$ cat src/rtl/video_pattern_responder_pkg.sv
// Shared video-pipeline definitions: request geometry, RGB565 palette,
// pattern modes and request-field helpers.
package video_pattern_responder_pkg;

  localparam int DEFAULT_CHUNK_BITS = 5;
  localparam int HACTIVE_BITS       = 11;
  localparam int VACTIVE_BITS       = 11;
  localparam int CHUNKNUM_BITS      = HACTIVE_BITS - DEFAULT_CHUNK_BITS;
  localparam int REQUEST_BITS       = VACTIVE_BITS + CHUNKNUM_BITS;
  localparam int BITS_PER_PIXEL     = 16;

  typedef logic [BITS_PER_PIXEL-1:0] rgb565_t;

  localparam rgb565_t COLOR_WHITE   = 16'hFFFF;
  localparam rgb565_t COLOR_YELLOW  = 16'hFFE0;
  localparam rgb565_t COLOR_CYAN    = 16'h07FF;
  localparam rgb565_t COLOR_GREEN   = 16'h07E0;
  localparam rgb565_t COLOR_MAGENTA = 16'hF81F;
  localparam rgb565_t COLOR_RED     = 16'hF800;
  localparam rgb565_t COLOR_BLUE    = 16'h001F;
  localparam rgb565_t COLOR_BLACK   = 16'h0000;

  typedef enum logic [1:0] {
    PATTERN_SOLID    = 2'd0,
    PATTERN_BARS     = 2'd1,
    PATTERN_CHECKER  = 2'd2,
    PATTERN_GRADIENT = 2'd3
  } patternMode_t;

  typedef enum logic [1:0] {
    STATE_IDLE  = 2'd0,
    STATE_LATCH = 2'd1,
    STATE_EMIT  = 2'd2
  } responderState_t;

  function automatic rgb565_t barColor(input logic [2:0] bar);
    rgb565_t color;
    case (bar)
      3'd0:    color = COLOR_WHITE;
      3'd1:    color = COLOR_YELLOW;
      3'd2:    color = COLOR_CYAN;
      3'd3:    color = COLOR_GREEN;
      3'd4:    color = COLOR_MAGENTA;
      3'd5:    color = COLOR_RED;
      3'd6:    color = COLOR_BLUE;
      default: color = COLOR_BLACK;
    endcase
    return color;
  endfunction

  // Requests are {row, chunkNum} with the row in the MSBs; chunkBits sets the split.
  function automatic logic [HACTIVE_BITS-1:0] requestRow(input logic [31:0] request,
                                                         input int chunkBits);
    return 11'(request >> (HACTIVE_BITS - chunkBits));
  endfunction

  function automatic logic [HACTIVE_BITS-1:0] requestChunk(input logic [31:0] request,
                                                           input int chunkBits);
    return 11'(request & ((32'd1 << (HACTIVE_BITS - chunkBits)) - 32'd1));
  endfunction

endpackage

$ cat src/rtl/video_pattern_responder_pixel.sv
// Combinational test-pattern pixel generator: maps (mode, fill colour, x, y)
// to one RGB565 pixel. Shared by any source that needs synthetic video.
module video_pattern_pixel
  import video_pattern_responder_pkg::*;
#(
  parameter int BAR_SHIFT   = 5,
  parameter int CHECK_SHIFT = 3
) (
  input  patternMode_t                mode,
  input  logic [BITS_PER_PIXEL-1:0]   solidColor,
  input  logic [HACTIVE_BITS-1:0]     x,
  input  logic [VACTIVE_BITS-1:0]     y,
  output logic [BITS_PER_PIXEL-1:0]   pixel
);

  logic [2:0] barIndex;
  logic       checkerWhite;
  logic       unusedBits;

  assign barIndex     = x[BAR_SHIFT+2:BAR_SHIFT];
  assign checkerWhite = x[CHECK_SHIFT] ^ y[CHECK_SHIFT];
  // Not every coordinate bit feeds every pattern; the rest is sunk here.
  assign unusedBits   = ^{x, y};

  always_comb begin
    pixel = solidColor;
    case (mode)
      PATTERN_SOLID:    pixel = solidColor;
      PATTERN_BARS:     pixel = barColor(barIndex);
      PATTERN_CHECKER:  pixel = checkerWhite ? COLOR_WHITE : solidColor;
      PATTERN_GRADIENT: pixel = {x[7:3], y[7:2], x[7:3] ^ y[7:3]};
      default:          pixel = solidColor;
    endcase
  end

endmodule

$ cat src/rtl/video_pattern_responder.sv
// Upstream pixel source: pops {row, chunk} requests and answers each with one
// chunk of test-pattern pixels pushed into the response FIFO.
module video_pattern_responder
  import video_pattern_responder_pkg::*;
#(
  parameter int CHUNK_BITS  = DEFAULT_CHUNK_BITS,
  parameter int BAR_SHIFT   = 5,
  parameter int CHECK_SHIFT = 3
) (
  input  logic                                             sourceClock,
  input  logic                                             reset,
  input  logic [1:0]                                       patternMode,
  input  logic [BITS_PER_PIXEL-1:0]                        solidColor,
  output logic                                             requestFifoReadEnable,
  input  logic                                             requestFifoEmpty,
  input  logic [VACTIVE_BITS+HACTIVE_BITS-CHUNK_BITS-1:0]  requestFifoReadData,
  output logic                                             responseFifoWriteEnable,
  input  logic                                             responseFifoFull,
  output logic [BITS_PER_PIXEL-1:0]                        responseFifoWriteData,
  output logic                                             busy
);

  localparam int LOCAL_CHUNKNUM_BITS = HACTIVE_BITS - CHUNK_BITS;
  localparam logic [CHUNK_BITS-1:0] LAST_PIXEL = '1;

  responderState_t                 state;
  responderState_t                 nextState;
  logic [CHUNK_BITS-1:0]           pixelIndex;
  logic [VACTIVE_BITS-1:0]         rowLatch;
  logic [LOCAL_CHUNKNUM_BITS-1:0]  chunkLatch;
  patternMode_t                    modeLatch;
  logic [BITS_PER_PIXEL-1:0]       colorLatch;
  logic                            readEnable;
  logic                            writeEnable;
  logic [BITS_PER_PIXEL-1:0]       pixel;

  always_comb begin
    nextState   = state;
    readEnable  = 1'b0;
    writeEnable = 1'b0;
    case (state)
      STATE_IDLE: begin
        if (!requestFifoEmpty) begin
          readEnable = 1'b1;
          nextState  = STATE_LATCH;
        end
      end
      STATE_LATCH: begin
        nextState = STATE_EMIT;
      end
      STATE_EMIT: begin
        if (!responseFifoFull) begin
          writeEnable = 1'b1;
          if (pixelIndex == LAST_PIXEL) begin
            nextState = STATE_IDLE;
          end
        end
      end
      default: begin
        nextState = STATE_IDLE;
      end
    endcase
  end

  // Config is captured alongside the request so mid-chunk changes cannot tear a chunk.
  always_ff @(posedge sourceClock or negedge reset) begin
    if (!reset) begin
      state      <= STATE_IDLE;
      pixelIndex <= '0;
      rowLatch   <= '0;
      chunkLatch <= '0;
      modeLatch  <= PATTERN_SOLID;
      colorLatch <= '0;
    end else begin
      state <= nextState;
      if (state == STATE_LATCH) begin
        rowLatch   <= requestRow(32'(requestFifoReadData), CHUNK_BITS);
        chunkLatch <= LOCAL_CHUNKNUM_BITS'(requestChunk(32'(requestFifoReadData), CHUNK_BITS));
        modeLatch  <= patternMode_t'(patternMode);
        colorLatch <= solidColor;
        pixelIndex <= '0;
      end else if (writeEnable) begin
        pixelIndex <= pixelIndex + 1'b1;
      end
    end
  end

  video_pattern_pixel #(
    .BAR_SHIFT   (BAR_SHIFT),
    .CHECK_SHIFT (CHECK_SHIFT)
  ) pixelGen (
    .mode       (modeLatch),
    .solidColor (colorLatch),
    .x          ({chunkLatch, pixelIndex}),
    .y          (rowLatch),
    .pixel      (pixel)
  );

  // State is already IDLE while reset is low, so only the pop needs masking.
  assign requestFifoReadEnable   = readEnable & reset;
  assign responseFifoWriteEnable = writeEnable;
  assign responseFifoWriteData   = writeEnable ? pixel : '0;
  assign busy                    = (state != STATE_IDLE);

endmodule

$ cat config.mk
export PLATFORM = sky130hd
export DESIGN_NAME = video_pattern_responder
export DESIGN_NICKNAME = d
export VERILOG_FILES = /design/src/rtl/video_pattern_responder_pkg.sv /design/src/rtl/video_pattern_responder_pixel.sv /design/src/rtl/video_pattern_responder.sv
export SDC_FILE = /design/constraint.sdc
export NUM_CORES = 1
export LEC_CHECK = 0
export BUFFER_PORTS_ARGS = -buffer_cell sky130_fd_sc_hd__buf_4
export CORE_MARGIN = 2
export CORE_UTILIZATION = 43
export CTS_BUF_LIST = sky130_fd_sc_hd__clkbuf_4 sky130_fd_sc_hd__clkbuf_8
export CTS_CLUSTER_SIZE = 25
export DETAILED_ROUTE_END_ITERATION = 10
export PLACE_DENSITY_LB_ADDON = 0.2
export SYNTH_ARGS = -nofsm -noshare
export SYNTH_HDL_FRONTEND = slang
export SYNTH_SLANG_ARGS = --single-unit
$ cat constraint.sdc
create_clock -name sourceClock -period 1.9 [get_ports sourceClock]
set_clock_uncertainty 0.15 [all_clocks]
set_input_delay 0 -clock sourceClock [delete_from_list [all_inputs] [get_ports sourceClock]]
set_output_delay 0 -clock sourceClock [all_outputs]
set_load 0.01 [all_outputs]
==> results of run 1 <==
kinds of logic (layout without fill, tap and decap cells):
family / Yosys count / count (layout) / synth area share
flip-flops: 34 / 34 / 0.440
adder cells (fa/ha/maj): 2 / 2 / 0.0129
AO/OA/AOI/OAI: 53 / 53 / 0.221
buffers and inverters: 33 / 115 / 0.0860
AND/OR/NAND/NOR: 89 / 89 / 0.204
XOR/XNOR: 6 / 6 / 0.0311
multiplexers: 1 / 1 / 0.00517
through the flow:
stage / cell area (um2) / worst slack (ns) / TNS, ns / std cells / util
2_1_floorplan: 1930 / 0.388 / 0 / 218 / -
3_3_place_gp: 2320 / 0.159 / 0 / 310 / 0.533
6_report: 2790 / 0.0346 / 0 / 352 / 0.642
3_5_place_dp: 2320 / 0.139 / 0 / 310 / 0.533
4_1_cts: 2730 / 0.00554 / 0 / 348 / 0.627
5_1_grt: 2790 / -0.0195 / -0.0195 / 352 / 0.642
power groups by stage:
stage / Sequential, mW / Combinational [mW] / Clock [mW]
6_report: 1.38 / 1.93 / 0.564
4_1_cts: 1.37 / 1.82 / 0.573
3_3_place_gp: 1.36 / 1.71 / 0
3_5_place_dp: 1.37 / 1.74 / 0
5_1_grt: 1.43 / 2.16 / 0.597
2_1_floorplan: 1.25 / 1.38 / 0
synthesized netlist by cell type, types with 2 or more instances:
cell type  number  area (um2)
buf_4           3        22.5
nor2b_1         5        31.3
ha_1            2        25.0
a21oi_1         5        25.0
nor2_1          5        18.8
inv_1          16        60.1
dfrtp_1        34         851
buf_2           7        35.0
nand2b_1        6        37.5
o21ai_1        16        80.1
nand3_1         5        25.0
clkbuf_1        2        7.51
buf_6           3        33.8
xnor2_1         3        26.3
o21ai_0         7        35.0
xor2_1          2        17.5
a211oi_2        4        50.1
nand2_1        60         225
a21o_1          4        30.0
a221oi_2       10         150
final cells by class:
| cell class | count | area, um2 | area share |
|---|---|---|---|
| clock buffer | 7 | 90.1 | 0.0322 |
| clock inverter | 1 | 5.00 | 0.00179 |
| inverter | 17 | 63.8 | 0.0228 |
| multi-input combinational | 151 | 945 | 0.338 |
| sequential | 34 | 855 | 0.306 |
| tap | 52 | 65.1 | 0.0233 |
| timing repair buffer | 90 | 771 | 0.276 |
worst max-delay path, stage by stage (launching register included):
cell      delay, ns
dfrtp_2        0.49
buf_4          0.20
o21ba_2        0.22
o22ai_1        0.08
a211oi_2       0.27
buf_4          0.16
metal layers:
| layer | routed length, um | vias up |
|---|---|---|
| met3 | 226 | 4 |
| li1 | - | 891 |
| met5 | 0 | - |
| met2 | 2080 | 43 |
| met1 | 2080 | 785 |
| met4 | 48 | 0 |
timing repair:
action | CTS | global route
endpoints found under the setup margin | 11 | 13
gates resized for setup | 4 | 6
endpoints found under the hold margin | 63 | 0
buffers inserted | 0 | 4
hold buffers | 30 | 0
pin swaps | 0 | 1
worst max-delay path by stage:
stage | startpoint | to | cells after the start
after floorplan | state[0] | responseFifoWriteData[6] | 3
after CTS | modeLatch[0] | responseFifoWriteData[11] | 5
after detailed placement | rowLatch[3] | responseFifoWriteData[1] | 4
after global placement | rowLatch[3] | responseFifoWriteData[5] | 4
after global routing | state[0] | responseFifoWriteData[11] | 4
final | modeLatch[0] | responseFifoWriteData[11] | 5
registers in the layout, indices dropped and copies added (netlist names):
| name | count |
|---|---|
| colorLatch | 16 |
| rowLatch | 6 |
| pixelIndex | 5 |
| chunkLatch | 3 |
| modeLatch | 2 |
| state | 2 |
==> metrics.md, run 1 <==
| Metric | Value |
|---|---|
| Final period util | `0.982` |
| ANT nets after route | `0` |
| Wire length per cell | `approximately 13 um` |
| Die width | `71.1 um` |
| Sw frac | `0.412` |
| Crit path max fanout | `10` |
| Leakage | `approximately 1.4 nW` |
| Outcome | `completed` |
| Drc violations | `0` |
| CP Launch Type | `flip-flop` |
| # H-tree levels | `2` |
| Largest net degree at the start of global routing | `36` |
| Crit path kind | `flip-flop to primary output` |
| CTS max path bufs | `2` |
| Crit path time final | `~1.9 ns` |
| Core ar. | `roughly 4400 um2` |
| Design Power | `between 3 and 4 mW` |
| Met3 Resource Use GR | `0.0427` |
| FP Rows | `24` |
| Final hold slack | `a little under 0.04 ns` |
| Max-cap violations | `0` |
| Clk_lat worst skew | `roughly 0.29 ns` |
| Worst-Margin Slew | `about 0.66 ns` |
| Relative slew slack | `0.562` |
| Antenna cell count | `0` |
| Critical Path Sink Type | `primary output` |
| Flop pwr share | `0.356` |
| Total Wirelength | `between 4000 and 5000 um` |
| Initial core utilization | `0.444` |
| Worst Reg-to-Reg Cells | `4` |
| CTS sink cnt | `34` |
| Worst R2R End | `pixelIndex[2]` |
| Number of CTS-inserted buffers | `5` |
| Layout cell share with drive strength beyond 1 | `0.310` |
| Initial antenna violation count | `0` |
| CTS tree | `done` |
| Type of the worst min-delay path | `input pin to async pin` |
| Met2 usage | `0.304` |
| Die ar. | `5050 um2` |
| Synth Instances | `roughly 220` |
| RD Place Congestion | `approximately 0.8` |
| Clock share of power | `0.146` |
| Commonest non-fill, non-tap cell in the layout | `nand2_1` |
| M1 GR Usage | `0.249` |
| Pwr dens | `around 1400 nW/um2` |
| DP Wirelength | `roughly 3000 um` |
| Final Hold Violating Endpoints | `0` |
| Height of the die | `slightly above 70 um` |
| Clock root cell | `clkbuf_8` |
| FF-to-FF Start | `state[0]` |
| Fmax | `between 0.5 and 0.6 GHz` |
| Worst-path clk slew | `0.07 ns` |
| Max IR drop VDD | `~0.63 mV` |
| Vias in the first global route | `1727` |
| Commonest register cell after synthesis | `dfrtp_1` |
| Pint | `2.28 mW` |
| R2r setup slk | `roughly 0.34 ns` |
| Vias per cell | `between 4 and 5` |
| Sequential-to-total area share from yosys stat | `0.440` |
| Avg Cell Area, Syn | `between 8 and 9 um2` |
| GRT Max-Usage Layer | `met2` |
| Commonest cells after routing, fill and taps aside | `nand2_1 (60), buf_4 (57), dfrtp_1 (31)` |
| Max-slew violation count | `0` |
| Synth Cell Area | `between 1500 and 2000 um2` |
| GRT overflow | `0` |
| EDFF count, synth | `0` |
| CP required | `between 1.5 and 2 ns` |
| Synth cell types | `39` |
| Fill cell count | `370` |
| Comb power frac | `0.499` |
| Critical Path AT | `~1.7 ns` |
| Syn nets | `about 260` |
| Global-route wire length before repair | `7570 um` |
| Pre-Repair DR Iteration Count | `5` |
| Synth Register Bits | `34` |
| Nets | `340` |
| Final setup fails | `0` |
| GRT Overall Usage | `0.189` |
| Ys Warns | `0` |
| Port bufs | `49` |
| Starting DRT DRC Count | `61` |
| IO Count | `58` |
| Layout area overhead | `44.4%` |
| Routed vias | `roughly 1700` |
| Sw power | `1.60 mW` |
| Asr flop ratio synth | `1.00` |
No activity file was read; power rests on OpenSTA's default activity.
==> run 2: changes to the inputs <==
--- a/config.mk
+++ b/config.mk
@@ -9,6 +9,7 @@
 export CORE_MARGIN = 2
 export CORE_UTILIZATION = 43
 export CTS_BUF_LIST = sky130_fd_sc_hd__clkbuf_4 sky130_fd_sc_hd__clkbuf_8
+export CTS_CLUSTER_DIAMETER = 100
 export CTS_CLUSTER_SIZE = 25
 export DETAILED_ROUTE_END_ITERATION = 10
 export PLACE_DENSITY_LB_ADDON = 0.2
==> constraint.sdc (replaced) <==
create_clock -name sourceClock -period 1.9 [get_ports sourceClock]
set_clock_uncertainty 0.15 [all_clocks]
set_input_delay 0 -clock sourceClock [delete_from_list [all_inputs] [get_ports sourceClock]]
set_output_delay 0 -clock sourceClock [all_outputs]
set_load 0.02 [all_outputs]
==> metrics.md, run 2 (synthesis results as in run 1) <==
| Metric | Value |
|---|---|
| Outcome | `completed` |
| Final period util | `0.975 (-0.00649)` |
| Commonest non-fill, non-tap cell in the layout | `buf_4` |
| CP Launch Type | `flip-flop` |
| Layout area overhead | `49.4%` |
| Max-cap violations | `0 (unchanged)` |
| Final hold slack | `0.0401 ns (+0.00105 ns)` |
| Type of the worst min-delay path | `input pin to async pin` |
| Antenna cell count | `0 (unchanged)` |
| Max IR drop VDD | `0.754 mV (+20%)` |
| Slowest cell on the critical path | `dfrtp_2` |
| Fill cell count | `360 (-2.7%)` |
| Critical Path Sink Type | `primary output` |
| Critical Path Max Stage Delay | `0.51 ns (+0.02 ns)` |
| Layout cell share with drive strength beyond 1 | `0.328 (+0.0179)` |
| Port bufs | `49 (unchanged)` |
| Cell Chain, Critical Path | `nand2b_1, a2111oi_2, nor4_2, buf_4` |
| Largest net degree at the start of global routing | `36 (unchanged)` |
| Placed cell area | `2330 um2 (+0.32%)` |
| Worst Reg-to-Reg Cells | `4 (unchanged)` |
| Routed vias | `1720 (-0.17%)` |
| IO Count | `58 (unchanged)` |
| Initial core utilization | `0.444 (unchanged)` |
| Biggest regs | `colorLatch: 16 flops, rowLatch: 6 flops, pixelIndex: 5 flops` |
| Height of the die | `71.1 um (unchanged)` |
| Number of CTS-inserted buffers | `5 (unchanged)` |
| Fmax | `0.540 GHz (+0.67%)` |
| FF-to-FF Start | `state[1]` |
| Worst R2R End | `pixelIndex[2]` |
| Relative slew slack | `0.583 (+0.0209)` |
| Wire length per cell | `12.8 um (+1.3%)` |
| Clock root cell | `clkbuf_8` |
| Crit path kind | `flip-flop to primary output` |
| Global-route wire length before repair | `7560 um (about the same)` |
| Worst-Margin Slew | `0.625 ns (-0.0314 ns)` |
| Vias per cell | `4.82 (-1.6%)` |
| RD Place Congestion | `0.798 (-0.35%)` |
| ANT nets after route | `0 (unchanged)` |
| RSZ-0062 raised after global routing | `true` |
| FP Rows | `24 (unchanged)` |
| Nets | `345 (+1.5%)` |
| Total Wirelength | `4550 um (+2.7%)` |
| CTS sink cnt | `34 (unchanged)` |
| Largest register by flop count | `colorLatch` |
| Max-slew violation count | `0 (unchanged)` |
| Final setup fails | `0 (unchanged)` |
| Die ar. | `5050 um2 (unchanged)` |
| # H-tree levels | `2 (unchanged)` |
| Worst-path clk slew | `0.08 ns (about the same)` |
| CTS max path bufs | `2 (unchanged)` |
| Crit path time final | `1.85 ns (-0.0123 ns)` |
| Clk_lat worst skew | `0.29 ns (about the same)` |
| Pwr dens | `1500 nW/um2 (+7.9%)` |
| Vias in the first global route | `1631 (-5.6%)` |
| CP required | `1.75 ns (about the same)` |
| Fin Setup TNS | `0 ns (unchanged)` |
| Final Hold Violating Endpoints | `0 (unchanged)` |
| R2r setup slk | `0.37 ns (+0.03 ns)` |
| Max reg flops | `16 (unchanged)` |
| Core ar. | `4350 um2 (unchanged)` |
| Final instance area | `2890 um2 (+3.4%)` |
| Pre-Repair DR Iteration Count | `4 (-1)` |
| Crit path max fanout | `12 (+2)` |
| GRT Overall Usage | `0.191 (+0.00230)` |
| Initial antenna violation count | `0 (unchanged)` |
| Drc violations | `0 (unchanged)` |
| Starting DRT DRC Count | `28 (-54%)` |
| Critical Path AT | `1.70 ns (-0.02 ns)` |
| DP Wirelength | `2970 um (+0.30%)` |
| CTS tree | `done` |
| Commonest cells after routing, fill and taps aside | `buf_4 (61), nand2_1 (60), dfrtp_1 (31)` |
| Leakage | `1.40 nW (+3.1%)` |
| GRT overflow | `0 (unchanged)` |
| Die width | `71.1 um (unchanged)` |
==> run 2: worst max path at each step <==
| stage | start | to | slack, ns | cells past startpoint |
|---|---|---|---|---|
| final | modeLatch[0] | responseFifoWriteData[6] | 0.05 | 4 |
| after global placement | rowLatch[3] | responseFifoWriteData[1] | 0.15 | 4 |
| after floorplan | state[0] | responseFifoWriteData[6] | 0.11 | 3 |
| after CTS | state[0] | responseFifoWriteData[6] | 0.01 | 3 |
| after global routing | rowLatch[3] | responseFifoWriteData[3] | -0.03 | 5 |
| after detailed placement | rowLatch[3] | responseFifoWriteData[10] | 0.14 | 4 |
==> run 2: final cells by class <==
| type | instances | area, um2 | area share |
|---|---|---|---|
| clock buffers | 5 | 68.8 | 0.0238 |
| clock inverters | 3 | 68.8 | 0.0238 |
| inverters | 17 | 63.8 | 0.0221 |
| multi-input cells | 151 | 956 | 0.331 |
| flip-flops and latches | 34 | 855 | 0.296 |
| well taps | 52 | 65.1 | 0.0225 |
| repair buffers | 95 | 812 | 0.281 |
==> run 2: critical path, delay by kind of cell (launching register included) <==
kind / cells / cell delay, ns
buffers and inverters: 1 / 0.17
AOI/OAI and AO/OA: 1 / 0.40
DFF: 1 / 0.51
and+or+nand+nor: 2 / 0.32
==> run 2: repair_timing <==
item / in CTS / in global routing
hold endpoints to repair: 64 / 0
gates resized for setup: 5 / 9
endpoints found under the setup margin: 15 / 15
pin swaps: 0 / 3
hold buffers: 30 / 0
buffers inserted: 0 / 8
==> run 2: where the power goes <==
group	total, mW	switching [mW]	internal [mW]
logic	2.14	1.16	0.983
clock network	0.809	0.283	0.526
registers	1.37	0.314	1.06
total	4.33	1.76	2.57
==> run 2: per-stage QoR <==
stage               total power [mW]   util  setup slack, ns  std cells
global placement                3.19  0.534            0.152        311
CTS                             4.13  0.639           0.0108        349
detailed placement              3.23  0.534            0.137        311
finish                          4.33  0.664           0.0469        357
global route                    4.64  0.664          -0.0332        357
floorplan                       2.72      -            0.112        218
==> run 2: layer usage <==
layer | GRT usage | vias up | share of wire
met5 | 0 | - | 0
met4 | 0.0503 | 0 | 0.012
met3 | 0.0513 | 7 | 0.044
met2 | 0.321 | 40 | 0.48
met1 | 0.245 | 767 | 0.47
li1 | - | 906 | -
